==> src/rtl/dma_controller_2ch.sv <==
// Two-channel byte-wide memory-to-memory DMA over a shared single-port memory (async read, clocked write).
// Each byte costs one READ and one WRITE cycle; ch0 has fixed priority and transfers are never preempted.
module dma_controller_2ch #(
    parameter int ADDR_WIDTH = 8,
    parameter int DATA_WIDTH = 8
) (
    input  logic                  clk,
    input  logic                  rst,
    input  logic                  ch0_start,
    input  logic [ADDR_WIDTH-1:0] ch0_src,
    input  logic [ADDR_WIDTH-1:0] ch0_dst,
    input  logic [7:0]            ch0_size,
    input  logic                  ch1_start,
    input  logic [ADDR_WIDTH-1:0] ch1_src,
    input  logic [ADDR_WIDTH-1:0] ch1_dst,
    input  logic [7:0]            ch1_size,
    output logic                  mem_read_en,
    output logic                  mem_write_en,
    output logic [ADDR_WIDTH-1:0] mem_addr,
    output logic [DATA_WIDTH-1:0] mem_write_data,
    input  logic [DATA_WIDTH-1:0] mem_read_data,
    output logic                  ch0_done,
    output logic                  ch1_done
);

    typedef enum logic [1:0] {
        IDLE  = 2'd0,
        READ  = 2'd1,
        WRITE = 2'd2
    } state_t;

    state_t                       state_q;
    logic                         cur_ch_q;
    logic [ADDR_WIDTH-1:0]        src_q;
    logic [ADDR_WIDTH-1:0]        dst_q;
    logic [7:0]                   cnt_q;
    logic [DATA_WIDTH-1:0]        buf_q;
    logic                         rd_en_q;
    logic                         wr_en_q;
    logic [ADDR_WIDTH-1:0]        addr_q;
    logic [1:0]                   done_q;

    logic [1:0]                   pend_q;
    logic [1:0][ADDR_WIDTH-1:0]   req_src_q;
    logic [1:0][ADDR_WIDTH-1:0]   req_dst_q;
    logic [1:0][7:0]              req_size_q;

    logic [1:0]                   start;
    logic [1:0][ADDR_WIDTH-1:0]   start_src;
    logic [1:0][ADDR_WIDTH-1:0]   start_dst;
    logic [1:0][7:0]              start_size;
    logic [1:0]                   active;
    logic [1:0]                   accept;
    logic                         grant_vld;
    logic                         grant_ch;
    logic [ADDR_WIDTH-1:0]        src_d;
    logic [ADDR_WIDTH-1:0]        dst_d;
    logic [7:0]                   cnt_d;

    assign start      = {ch1_start, ch0_start};
    assign start_src  = {ch1_src, ch0_src};
    assign start_dst  = {ch1_dst, ch0_dst};
    assign start_size = {ch1_size, ch0_size};

    // A channel is busy from the start edge until its done edge; starts in that window are dropped.
    assign active[0] = (state_q != IDLE) && (cur_ch_q == 1'b0);
    assign active[1] = (state_q != IDLE) && (cur_ch_q == 1'b1);
    assign accept    = start & ~pend_q & ~active;

    assign grant_vld = |pend_q;
    assign grant_ch  = ~pend_q[0];

    assign src_d = src_q + ADDR_WIDTH'(1);
    assign dst_d = dst_q + ADDR_WIDTH'(1);
    assign cnt_d = cnt_q - 8'd1;

    always_ff @(posedge clk) begin
        if (rst) begin
            state_q    <= IDLE;
            cur_ch_q   <= 1'b0;
            src_q      <= '0;
            dst_q      <= '0;
            cnt_q      <= '0;
            buf_q      <= '0;
            rd_en_q    <= 1'b0;
            wr_en_q    <= 1'b0;
            addr_q     <= '0;
            done_q     <= '0;
            pend_q     <= '0;
            req_src_q  <= '0;
            req_dst_q  <= '0;
            req_size_q <= '0;
        end else begin
            for (int c = 0; c < 2; c++) begin
                if (accept[c]) begin
                    pend_q[c]     <= 1'b1;
                    req_src_q[c]  <= start_src[c];
                    req_dst_q[c]  <= start_dst[c];
                    req_size_q[c] <= start_size[c];
                    done_q[c]     <= 1'b0;
                end
            end

            case (state_q)
                IDLE: begin
                    rd_en_q <= 1'b0;
                    wr_en_q <= 1'b0;
                    addr_q  <= '0;
                    if (grant_vld) begin
                        pend_q[grant_ch] <= 1'b0;
                        cur_ch_q         <= grant_ch;
                        src_q            <= req_src_q[grant_ch];
                        dst_q            <= req_dst_q[grant_ch];
                        cnt_q            <= req_size_q[grant_ch];
                        // Zero-length requests complete at the grant edge without touching memory.
                        if (req_size_q[grant_ch] == 8'd0) begin
                            done_q[grant_ch] <= 1'b1;
                        end else begin
                            state_q <= READ;
                            rd_en_q <= 1'b1;
                            addr_q  <= req_src_q[grant_ch];
                        end
                    end
                end
                READ: begin
                    buf_q   <= mem_read_data;
                    state_q <= WRITE;
                    rd_en_q <= 1'b0;
                    wr_en_q <= 1'b1;
                    addr_q  <= dst_q;
                end
                WRITE: begin
                    src_q   <= src_d;
                    dst_q   <= dst_d;
                    cnt_q   <= cnt_d;
                    wr_en_q <= 1'b0;
                    if (cnt_q == 8'd1) begin
                        done_q[cur_ch_q] <= 1'b1;
                        state_q          <= IDLE;
                        addr_q           <= '0;
                    end else begin
                        state_q <= READ;
                        rd_en_q <= 1'b1;
                        addr_q  <= src_d;
                    end
                end
                default: begin
                    state_q <= IDLE;
                    rd_en_q <= 1'b0;
                    wr_en_q <= 1'b0;
                    addr_q  <= '0;
                end
            endcase
        end
    end

    assign mem_read_en    = rd_en_q;
    assign mem_write_en   = wr_en_q;
    assign mem_addr       = addr_q;
    assign mem_write_data = buf_q;
    assign ch0_done       = done_q[0];
    assign ch1_done       = done_q[1];

endmodule

==> config.mk <==
export PLATFORM = sky130hd
export DESIGN_NAME = dma_controller_2ch
export DESIGN_NICKNAME = d
export VERILOG_FILES = /design/src/rtl/dma_controller_2ch.sv
export SDC_FILE = /design/constraint.sdc
export NUM_CORES = 1
export LEC_CHECK = 0
export ABC_AREA = 1
export ABC_CLOCK_PERIOD_IN_PS = 2600
export BUFFER_PORTS_ARGS = -buffer_cell sky130_fd_sc_hd__buf_2
export CAP_MARGIN = 10
export CORE_MARGIN = 2
export CORE_UTILIZATION = 52
export DETAILED_ROUTE_END_ITERATION = 6
export PLACE_DENSITY = 0.79
export REMOVE_ABC_BUFFERS = 1
export SLEW_MARGIN = 5
export SYNTH_ARGS = -nofsm -noshare
export SYNTH_HDL_FRONTEND = slang
export SYNTH_SLANG_ARGS = --single-unit
export TNS_END_PERCENT = 1
==> constraint.sdc <==
create_clock -name clk -period 2.6 [get_ports clk]
set_input_delay 0.13 -clock clk [delete_from_list [all_inputs] [get_ports clk]]
set_output_delay 0.13 -clock clk [all_outputs]
set_load 0.01 [all_outputs]
==> results of run 1 <==
per-layer routing:
metal / vias to the layer above / GRT usage [%]
met4: 0 / 7.151
met5: - / 0
li1: 2202 / -
met2: 151 / 40.28
met1: 1980 / 34.03
met3: 12 / 3.251
repair_timing:
action                                  4_1_cts  5_1_grt
hold buffers                                  6        0
endpoints found under the hold margin         6        0
endpoints found under the setup margin        0        0
worst max path at each step:
stage | start | endpoint
2_1_floorplan | pend_q[0] | cnt_q[4]
3_3_place_gp | state_q[1] | mem_addr[5]
3_5_place_dp | state_q[1] | mem_addr[4]
4_1_cts | state_q[1] | mem_addr[4]
5_1_grt | state_q[1] | done_q[1]
6_report | state_q[1] | mem_addr[4]
placed cells by master (no fill, tap or decap), drive strengths merged, types with 3 or more instances in the layout:
cell type | Yosys | layout
xor2 | 3 | 3
nand4 | 6 | 6
nand2 | 109 | 109
a21oi | 55 | 55
o211ai | 5 | 5
clkbuf | 18 | 11
nand3 | 31 | 31
inv | 64 | 64
o21bai | 3 | 3
nor2 | 122 | 122
a31oi | 5 | 5
nor3 | 5 | 5
dfxtp | 97 | 97
o21ai | 86 | 86
ha | 4 | 4
dlygate4sd3 | 0 | 6
buf | 15 | 87
per-stage QoR:
step	cell area (um^2)	hold slack, ps	total power, mW
finish	5140	12.32	5.461
global route	5140	5.650	5.883
CTS	5140	1.215	5.448
detailed placement	4885	359.5	4.460
global placement	4885	350.7	4.395
floorplan	4298	199.1	3.734
layout make-up:
class	count	area [um^2]
clock buffers	11	141.4
clock inverters	4	53.80
fillers	786	3159
inverters	64	242.7
multi-input cells	444	2113
flip-flops and latches	97	1942
well taps	105	131.4
repair buffers	93	515.5
worst reg2reg max path, cell delays in order (launching register included):
cell and delay [ps]:
dfxtp_1 420, nand2_1 290, inv_1 600, nand2_1 210, nor2_1 120, nor2_1 60
a21oi_1 150
registers in the layout, indices dropped and copies added (netlist names):
signal          cells
req_dst_q          16
req_size_q         16
req_src_q          16
cnt_q               8
dst_q               8
mem_addr            8
mem_write_data      8
src_q               8
done_q              2
pend_q              2
state_q             2
cur_ch_q            1
mem_read_en         1
mem_write_en        1
report_power, final:
group,leakage (nW),internal [mW],switching [mW]
registers,0.800,1.92,0.302
clock network,0.0916,0.468,0.521
logic,1.42,0.740,1.50
total,2.31,3.13,2.33
cell families after synthesis:
| group | after synthesis |
|---|---|
| buffers and inverters | 97 |
| AND/OR/NAND/NOR | 274 |
| adder cells (fa/ha/maj) | 4 |
| XOR/XNOR | 3 |
| flip-flops | 97 |
| AO/OA/AOI/OAI | 162 |
| multiplexers | 1 |
==> summary.md, run 1 <==
| Metric | Value |
|---|---|
| Run status | completed |
| Register-to-register setup slack | slightly below 700 ps |
| Core Footprint | about 0.0083 mm^2 |
| Cell depth of the worst flop-to-flop path | 6 |
| Beginning of the worst hold path | mem_read_data[1] |
| Type of the most critical hold path | in2reg |
| Routability congestion estimate from global placement | 0.8719 |
| Required time at the worst-slack endpoint | roughly 2900 ps |
| Clock-pin slew reported for the worst setup and hold paths after clock tree synthesis | 90 ps |
| Die span in y | ~97 um |
| Share of the synthesized area in the top cell type | 43.39% |
| Count of port buffers added during placement | between 70 and 80 |
| Clock period minus worst slack | about 1900 ps |
| Top cells by count, synth | nor2_1 (119), nand2_1 (104), dfxtp_1 (97), o21ai_0 (81), inv_1 (59) |
| WL final | approximately 11000 um |
| Wire length on met3 | ~660 um |
| Cell chain of the critical path | nand2_1, inv_1, nand2_1, nor2_1, nor2_1, a21oi_1 |
| Met2 wire length | ~5400 um |
| Setup TNS | 0 ps |
| Power per cell area | between 1000 and 1500 mW/mm^2 |
| Maximum fanout along the worst path | 20 |
| Post-CTS Setup Repair Bufs | 0 |
| Fraction of layout cells with a size suffix above 1 | between 15 and 20% |
| Total setup violations reported at the end of the flow | 0 |
| Drt initial violations | around 270 |
| Row count | 33 |
| Least-Margin Pin Slew | 673.0 ps |
| Number of synthesized flops with an enable pin | 0 |
| Largest delay contributor family on the critical path | simple AND/OR/NAND/NOR gates |
| Post-synth top area cell | dfxtp_1 |
| Global route total overflow | 0 |
| Sink count of the clock tree | just under 100 |
| Initial antenna violation count | 0 |
| H-tree level count | 3 |
| Final critical-path share of the clock period | about three quarters |
| Count of placed standard cells in the final layout, fillers left out | between 800 and 900 |
| Deepest clock path buffer count | 2 |
| Register bit total from synthesis | 97 |
| Met1 WL | around 5300 um |
| Estimated wirelength of the detail-placed design | between 8000 and 9000 um |
| Synth async-reset ratio | 0% |
| Detailed-route via count | around 4300 |
| Post-placement cell count | roughly 800 |
| Antenna-violating nets left | 0 |
| Nature of the critical path endpoint | flop |
| FMAX | 520.8 MHz |
| Chip width | between 90 and 100 um |
| TritonCTS Buffers | 9 |
| Count of cell types in the netlist | 37 |
| Count of mapped cells out of synthesis | around 640 |
| Worst r2r src | state_q[1] |
| # resized after CTS | 0 |
| Final nets | ~770 |
| Clk_lat worst skew | 360 ps |
| Critical path start-end classification | reg2reg |
| I/O pin total | 80 |
| End-of-flow core utilization | a little over 60% |
| Multiplexer area fraction after synthesis | 0.2237% |
| Via density per instance | around 5.3 |
| Total standard cell area after synthesis | roughly 0.0045 mm^2 |
| Detail-routed net length per standard cell | between 10 and 15 um |
| RSZ-0062 raised after global routing | no |
| Number of maximum-capacitance constraint violations | 0 |
| Main area contributors after synthesis | dfxtp_1 (43%), nor2_1 (10%), o21ai_0 (9.1%), nand2_1 (8.7%), a21oi_1 (6.2%) |
| Remaining max-slew budget at the tightest pin | a little under three fifths |
| Pre-CTS worst setup slack | around 700 ps |
| Root buf cell | clkbuf_8 |
| Top layer in use | met4 |
| Critical path startpoint category | flop |
| Leakage power summed over all cells | 2.306 nW |
| Layout-stage area growth over the synthesis result | 14.84% |
| Pins over their slew limit | 0 |
| Simple logic cell fraction of the synthesized area | 25.30% |
| Total GRT Usage | 24.58% |
| Pin count of the biggest net entering global routing | between 40 and 50 |
| Count of unresolved DRC violations after routing | 0 |
| TritonCTS clock tree | yes |
| Hold path endpoint | mem_write_data[1] |
| Yosys warns | 0 |
| Worst Slack Setup Final | slightly below 700 ps |
| Critical Path Max Stage Delay | ~600 ps |
| Master of the slowest instance on the critical path | inv_1 |
| Data arrival time of the critical path | between 2000 and 2500 ps |
| Per-instance average area after synthesis | between 7 and 8 um^2 |
| Worst path buffer plus inverter count | 1 |
| End of the worst register-to-register path | mem_addr[4] |
| Total count of hold-check failures in the final report | 0 |
| Wire length of the first global-routing pass | approximately 19000 um |
| Antenna cell count | 0 |
| Peak supply drop | between 0.5 and 0.6 mV |
| Initial core utilization | between 50% and 60% |
| Post-synthesis compound-gate area fraction | roughly 20% |
| Seq/Total Area, Yosys | between 40% and 50% |
| XOR/XNOR share of the synthesized area | less than 1% |
| Area of the die | 0.009364 mm^2 |
| Skew final | around 15 ps |
| Vias in the first global route | around 4000 |
| Cell count of the worst hold path | 3 |
| Top_reg_cell synth | dfxtp_1 |
| Number of logic stages on the critical path including buffering | 6 |
| Dominant combinational cell family by area after synthesis | simple AND/OR/NAND/NOR gates |
| Adder and majority gate portion of the synthesized area | 1.118% |
| Most numerous cell in the Yosys netlist | nor2_1 |
| DRT Pass-1 Iters | 4 |
Note: power is estimated with default switching activity, not from simulation.
==> run 2: changes to the inputs <==
--- a/config.mk
+++ b/config.mk
@@ -6,13 +6,13 @@
 export NUM_CORES = 1
 export LEC_CHECK = 0
 export ABC_AREA = 1
-export ABC_CLOCK_PERIOD_IN_PS = 2600
+export ABC_CLOCK_PERIOD_IN_PS = 1700
 export BUFFER_PORTS_ARGS = -buffer_cell sky130_fd_sc_hd__buf_2
 export CAP_MARGIN = 10
 export CORE_MARGIN = 2
-export CORE_UTILIZATION = 52
+export CORE_UTILIZATION = 50
 export DETAILED_ROUTE_END_ITERATION = 6
-export PLACE_DENSITY = 0.79
+export PLACE_DENSITY = 0.8
 export REMOVE_ABC_BUFFERS = 1
 export SLEW_MARGIN = 5
 export SYNTH_ARGS = -nofsm -noshare
==> constraint.sdc (replaced) <==
create_clock -name clk -period 1.7 [get_ports clk]
set_input_delay 0.085 -clock clk [delete_from_list [all_inputs] [get_ports clk]]
set_output_delay 0.085 -clock clk [all_outputs]
set_load 0.01 [all_outputs]
==> summary.md, run 2 (synthesis gave the netlist of run 1 again) <==
| Metric | Value |
|---|---|
| Run status | complete, but fails checks |
| Violated checks | negative hold slack |
| Post-placement cell count | a little over 800 |
| Maximum fanout along the worst path | 15 |
| I/O pin total | 80 |
| DRT Pass-1 Iters | 5 |
| Via density per instance | about 5.3 |
| Cell chain of the critical path | buf_4, buf_4, o21ai_0, nand3_1, a21oi_1 |
| Count of port buffers added during placement | ~80 |
| Estimated wirelength of the detail-placed design | a little over 8000 um |
| Commonest cells after routing, fill and taps aside | nor2_1 (119), nand2_1 (104), dfxtp_1 (97) |
| Routability congestion estimate from global placement | around 0.88 |
| Final nets | 813 |
| Clock period minus worst slack | 1553 ps |
| TritonCTS clock tree | yes |
| Most common cell on crit path | buf_4 |
| Worst path buffer plus inverter count | 2 |
| Startpoint of the worst setup timing path | pend_q[0] |
| FMAX | roughly 640 MHz |
| Total count of hold-check failures in the final report | 5 |
| Registers with the highest flip-flop counts | req_dst_q (16), req_size_q (16), req_src_q (16) |
| Peak supply drop | a little under 0.7 mV |
| Number of maximum-capacitance constraint violations | 0 |
| Initial antenna violation count | 0 |
| Critical Path Max Stage Delay | 400 ps |
| Final critical-path share of the clock period | around nine tenths |
| Initial core utilization | roughly half |
| Count of unresolved DRC violations after routing | 0 |
| Global route total overflow | 0 |
| Layout-stage area growth over the synthesis result | 23.26% |
| Least-Margin Pin Slew | slightly below 500 ps |
| Detail-routed net length per standard cell | ~14 um |
| Count of placed standard cells in the final layout, fillers left out | between 800 and 900 |
| Total GRT Usage | approximately a quarter |
| Skew final | ~6.3 ps |
| Sink count of the clock tree | between 90 and 100 |
| Core Footprint | around 0.0087 mm^2 |
| Required time at the worst-slack endpoint | 1980 ps |
| Vias in the first global route | 4190 |
| Most common cell after layout, fill and taps aside | nor2_1 |
| Data arrival time of the critical path | roughly 1800 ps |
| Area of the multi-input gates | roughly 0.0021 mm^2 |
| Root buf cell | clkbuf_8 |
| Pin count of the biggest net entering global routing | 40 |
| Power per cell area | 1536 mW/mm^2 |
| Area of the die | between 0.009 and 0.01 mm^2 |
| Wire length of the first global-routing pass | 18940 um |
| Critical path startpoint category | flop |
| TritonCTS Buffers | 9 |
| Leakage power summed over all cells | 2.481 nW |
| Deepest clock path buffer count | 2 |
| Critical path start-end classification | reg2reg |
| WL final | roughly 12000 um |
| Remaining max-slew budget at the tightest pin | 67.64% |
| Chip width | roughly 99 um |
| Beginning of the worst hold path | ch0_dst[6] |
| Detailed-route via count | around 4600 |
| Antenna-violating nets left | 0 |
| # fillers | about 760 |
| Total setup violations reported at the end of the flow | 0 |
| Pins over their slew limit | 0 |
| Die span in y | around 99 um |
| Area used by sequential logic in the layout | between 0.0015 and 0.002 mm^2 |
| Largest delay contributor family on the critical path | compound AO/OA/AOI/OAI gates |
| Worst r2r src | pend_q[0] |
| RSZ-0062 raised after global routing | no |
| Drt initial violations | 291 |
| H-tree level count | 3 |
| Master of the slowest instance on the critical path | o21ai_0 |
| End-of-flow core utilization | roughly 63% |
| Hold Slack | -6.874 ps |
| Clk_lat worst skew | 370 ps |
| Fraction of layout cells with a size suffix above 1 | 17.42% |
| Setup TNS | 0 ps |
| Row count | 34 |
| Type of the most critical hold path | in2reg |
| Antenna cell count | 0 |
| PnR Total Power | ~8.5 mW |
| Nature of the critical path endpoint | flop |
| Clock-pin slew reported for the worst setup and hold paths after clock tree synthesis | approximately 90 ps |
| Register-to-register setup slack | roughly 150 ps |
run 2: stage by stage:
| stage | hold slack (ps) | cell area (um^2) | setup slack, ps |
|---|---|---|---|
| 2_1_floorplan | 154.1 | 4298 | -516.3 |
| 3_5_place_dp | 319.2 | 4984 | 94.87 |
| 6_report | -6.874 | 5517 | 146.8 |
| 3_3_place_gp | 307.5 | 4984 | 97.81 |
| 5_1_grt | 6.938 | 5517 | 5.613 |
| 4_1_cts | 1.182 | 5517 | 83.66 |
run 2: area by class of cell:
class,count,area share [%]
repair buffers,133,16.33
multi-input cells,444,38.31
flip-flops and latches,97,35.20
inverters,64,4.400
clock inverters,5,1.066
clock buffers,9,2.245
well taps,108,2.450
run 2: worst reg2reg max path: cells and delay by family (launching register included):
kind            cells  cell delay, ps
flops               1             340
simple gates        1             130
compound gates      2             620
buf+inv             2             380
run 2: layer usage:
layer | up-vias | part of all wire [%] | GRT usage (%)
met3 | 21 | 6.7 | 4.255
met2 | 171 | 48 | 40.92
met4 | 0 | 1.7 | 9.694
li1 | 2286 | - | -
met5 | - | 0 | 0
met1 | 2090 | 44 | 30.18
run 2: what timing repair did:
action                                  in CTS  in global routing
resized for setup                            0                  1
setup buffers                                0                  0
endpoints found under the setup margin       0                  5
hold buffers                                35                  0
hold endpoints to repair                    35                  0
run 2: report_power, final:
part / switching (mW) / internal [mW] / total, mW
registers: 0.452 / 2.94 / 3.39
clock network: 0.796 / 0.664 / 1.46
logic: 2.32 / 1.29 / 3.62
total: 3.57 / 4.90 / 8.47
run 2: final timing paths:
| check | endpoint | cells after the start |
|---|---|---|
| hold / removal | req_dst_q[6] | 3 |
| hold reg to reg | req_size_q[2] | 2 |
| setup reg to reg | mem_addr[1] | 5 |
| setup / recovery | mem_addr[1] | 5 |
==> run 3: changes to the inputs <==
--- a/config.mk
+++ b/config.mk
@@ -9,8 +9,10 @@
 export ABC_CLOCK_PERIOD_IN_PS = 1700
 export BUFFER_PORTS_ARGS = -buffer_cell sky130_fd_sc_hd__buf_2
 export CAP_MARGIN = 10
+export CELL_PAD_IN_SITES_DETAIL_PLACEMENT = 1
+export CELL_PAD_IN_SITES_GLOBAL_PLACEMENT = 2
 export CORE_MARGIN = 2
-export CORE_UTILIZATION = 50
+export CORE_UTILIZATION = 28
 export DETAILED_ROUTE_END_ITERATION = 6
 export PLACE_DENSITY = 0.8
 export REMOVE_ABC_BUFFERS = 1
==> summary.md, run 3 (synthesis gave the netlist of run 1 again) <==
| Metric | Value |
|---|---|
| Clock period minus worst slack | ~1500 ps |
| Remaining max-slew budget at the tightest pin | 67.68% |
| Peak supply drop | 0.4452 mV |
| Commonest cells after routing, fill and taps aside | nor2_1 (119), nand2_1 (104), dfxtp_1 (97) |
| DRT Pass-1 Iters | 4 |
| Final nets | ~810 |
| Core Footprint | 0.01577 mm^2 |
| Count of unresolved DRC violations after routing | 0 |
| Detail-routed net length per standard cell | around 15 um |
| H-tree level count | 3 |
| Total count of hold-check failures in the final report | 0 |
| Met2 wire length | 6817 um |
| Placed cell areas | just over 0.005 mm^2 |
| Clk_lat worst skew | between 300 and 400 ps |
| Maximum fanout along the worst path | 27 |
| Cell chain of the critical path | nor2_2, inv_2, nand2_1, nand3_2, buf_4, inv_2, nor2_1, nor2_1 |
| Top layer in use | met4 |
| Critical path startpoint category | flop |
| I/O pin total | 80 |
| Leakage power summed over all cells | around 2.5 nW |
| Type of the most critical hold path | in2reg |
| Layout-stage area growth over the synthesis result | 27.70% |
| Total GRT Usage | ~17% |
| Estimated wirelength of the detail-placed design | 10260 um |
| Pins over their slew limit | 0 |
| Worst r2r src | state_q[1] |
| Count of port buffers added during placement | 79 |
| Post-route standard cell area excluding fillers | between 0.005 and 0.006 mm^2 |
| # fillers | ~2000 |
| Critical path start-end classification | reg2reg |
| Required time at the worst-slack endpoint | just under 2000 ps |
| WL final | approximately 14000 um |
| Pin count of the biggest net entering global routing | 64 |
| Antenna-violating nets left | 0 |
| TritonCTS clock tree | yes |
| Root buf cell | clkbuf_16 |
| Final critical-path share of the clock period | around nine tenths |
| Run status | completed |
| Global route total overflow | 0 |
| Wire length on met3 | 492 um |
| Die span in y | 130.4 um |
| Chip width | roughly 130 um |
| Wire length of the first global-routing pass | 23260 um |
| Area of the die | ~0.017 mm^2 |
| Row count | between 40 and 50 |
| Nature of the critical path endpoint | flop |
| Met1 WL | roughly 6600 um |
| Via density per instance | 4.707 |
| Deepest clock path buffer count | 2 |
| Sink count of the clock tree | between 90 and 100 |
| Vias in the first global route | about 4600 |
| TritonCTS Buffers | 9 |
| Fraction of layout cells with a size suffix above 1 | roughly 18% |
| Total setup violations reported at the end of the flow | 0 |
| Registers with the highest flip-flop counts | req_dst_q (16), req_size_q (16), req_src_q (16) |
| Startpoint of the worst setup timing path | state_q[1] |
| FMAX | 651.6 MHz |
| Antenna cell count | 0 |
| Drt initial violations | between 150 and 200 |
| Detailed-route via count | roughly 4500 |
| Hold Slack | roughly 0.21 ps |
| Power per cell area | roughly 1600 mW/mm^2 |
| Initial core utilization | between 20% and 30% |
| Beginning of the worst hold path | ch0_src[5] |
| Skew final | slightly below 7 ps |
| Master of the slowest instance on the critical path | dfxtp_1 |
| RSZ-0062 raised after global routing | yes |
| Data arrival time of the critical path | around 1800 ps |
| Number of maximum-capacitance constraint violations | 0 |
| Routability congestion estimate from global placement | a little under 0.9 |
| Clock-pin slew reported for the worst setup and hold paths after clock tree synthesis | approximately 70 ps |
| Least-Margin Pin Slew | a little under 500 ps |
| Initial antenna violation count | 0 |
| Critical Path Max Stage Delay | roughly 350 ps |
| Most common cell after layout, fill and taps aside | nor2_1 |
run 3: cell count changes in the layout (fill, tap and decap cells not counted), sizes merged:
cell,delta
buf,+5
clkinv,-1
clkbuf,+4
clkinvlp,-1
inv,-1
dlygate4sd3,-13
run 3: worst max-delay path: cells and delay by family (launching register included):
| family | cells | cell delay (ps) |
|---|---|---|
| AND/OR/NAND/NOR | 5 | 540 |
| buffers and inverters | 3 | 560 |
| flip-flops | 1 | 350 |
run 3: layer usage:
metal | GRT usage, % | vias to the layer above
met1 | 22.91 | 2142
met2 | 29.29 | 91
li1 | - | 2271
met5 | 0 | -
met4 | 6.633 | 0
met3 | 2.362 | 19
run 3: worst paths after layout:
path	to	slack, ps	cells after the start
worst min register to register	req_dst_q[6]	450	2
worst min-delay path	req_src_q[5]	0.2	3
worst max-delay path	req_dst_q[10]	170	8
worst max register to register	req_dst_q[10]	170	8
run 3: repair_timing:
action	CTS	global route
gates resized for setup	0	3
endpoints found under the setup margin	0	6
hold buffers	22	0
hold endpoints to repair	22	0
setup buffers	0	0
run 3: metrics by stage:
| step | instances | utilization, % | setup TNS (ps) | worst slack [ps] | total power, mW |
|---|---|---|---|---|---|
| 2_1_floorplan | 605 | - | -14530 | -516.3 | 5.711 |
| 3_3_place_gp | 924 | 32.85 | 0 | 183.5 | 7.124 |
| 3_5_place_dp | 924 | 32.85 | 0 | 114.0 | 7.268 |
| 4_1_cts | 961 | 36.14 | 0 | 108.8 | 9.432 |
| 5_1_grt | 961 | 36.24 | -11.39 | -7.174 | 10.14 |
| 6_report | 961 | 36.24 | 0 | 165.3 | 9.382 |
run 3: final cells by class:
class,instances,area (um^2),area share (%)
timing repair buffer,125,833.3,14.58
multi-input combinational,444,2130,37.26
clock buffer,13,260.3,4.553
inverter,64,242.7,4.247
clock inverter,2,37.54,0.6567
sequential,97,1942,33.98
tap,216,270.3,4.729
run 3: power by group:
| part | switching (mW) | internal (mW) |
|---|---|---|
| clock network | 0.895 | 1.22 |
| registers | 0.458 | 2.95 |
| logic | 2.47 | 1.39 |
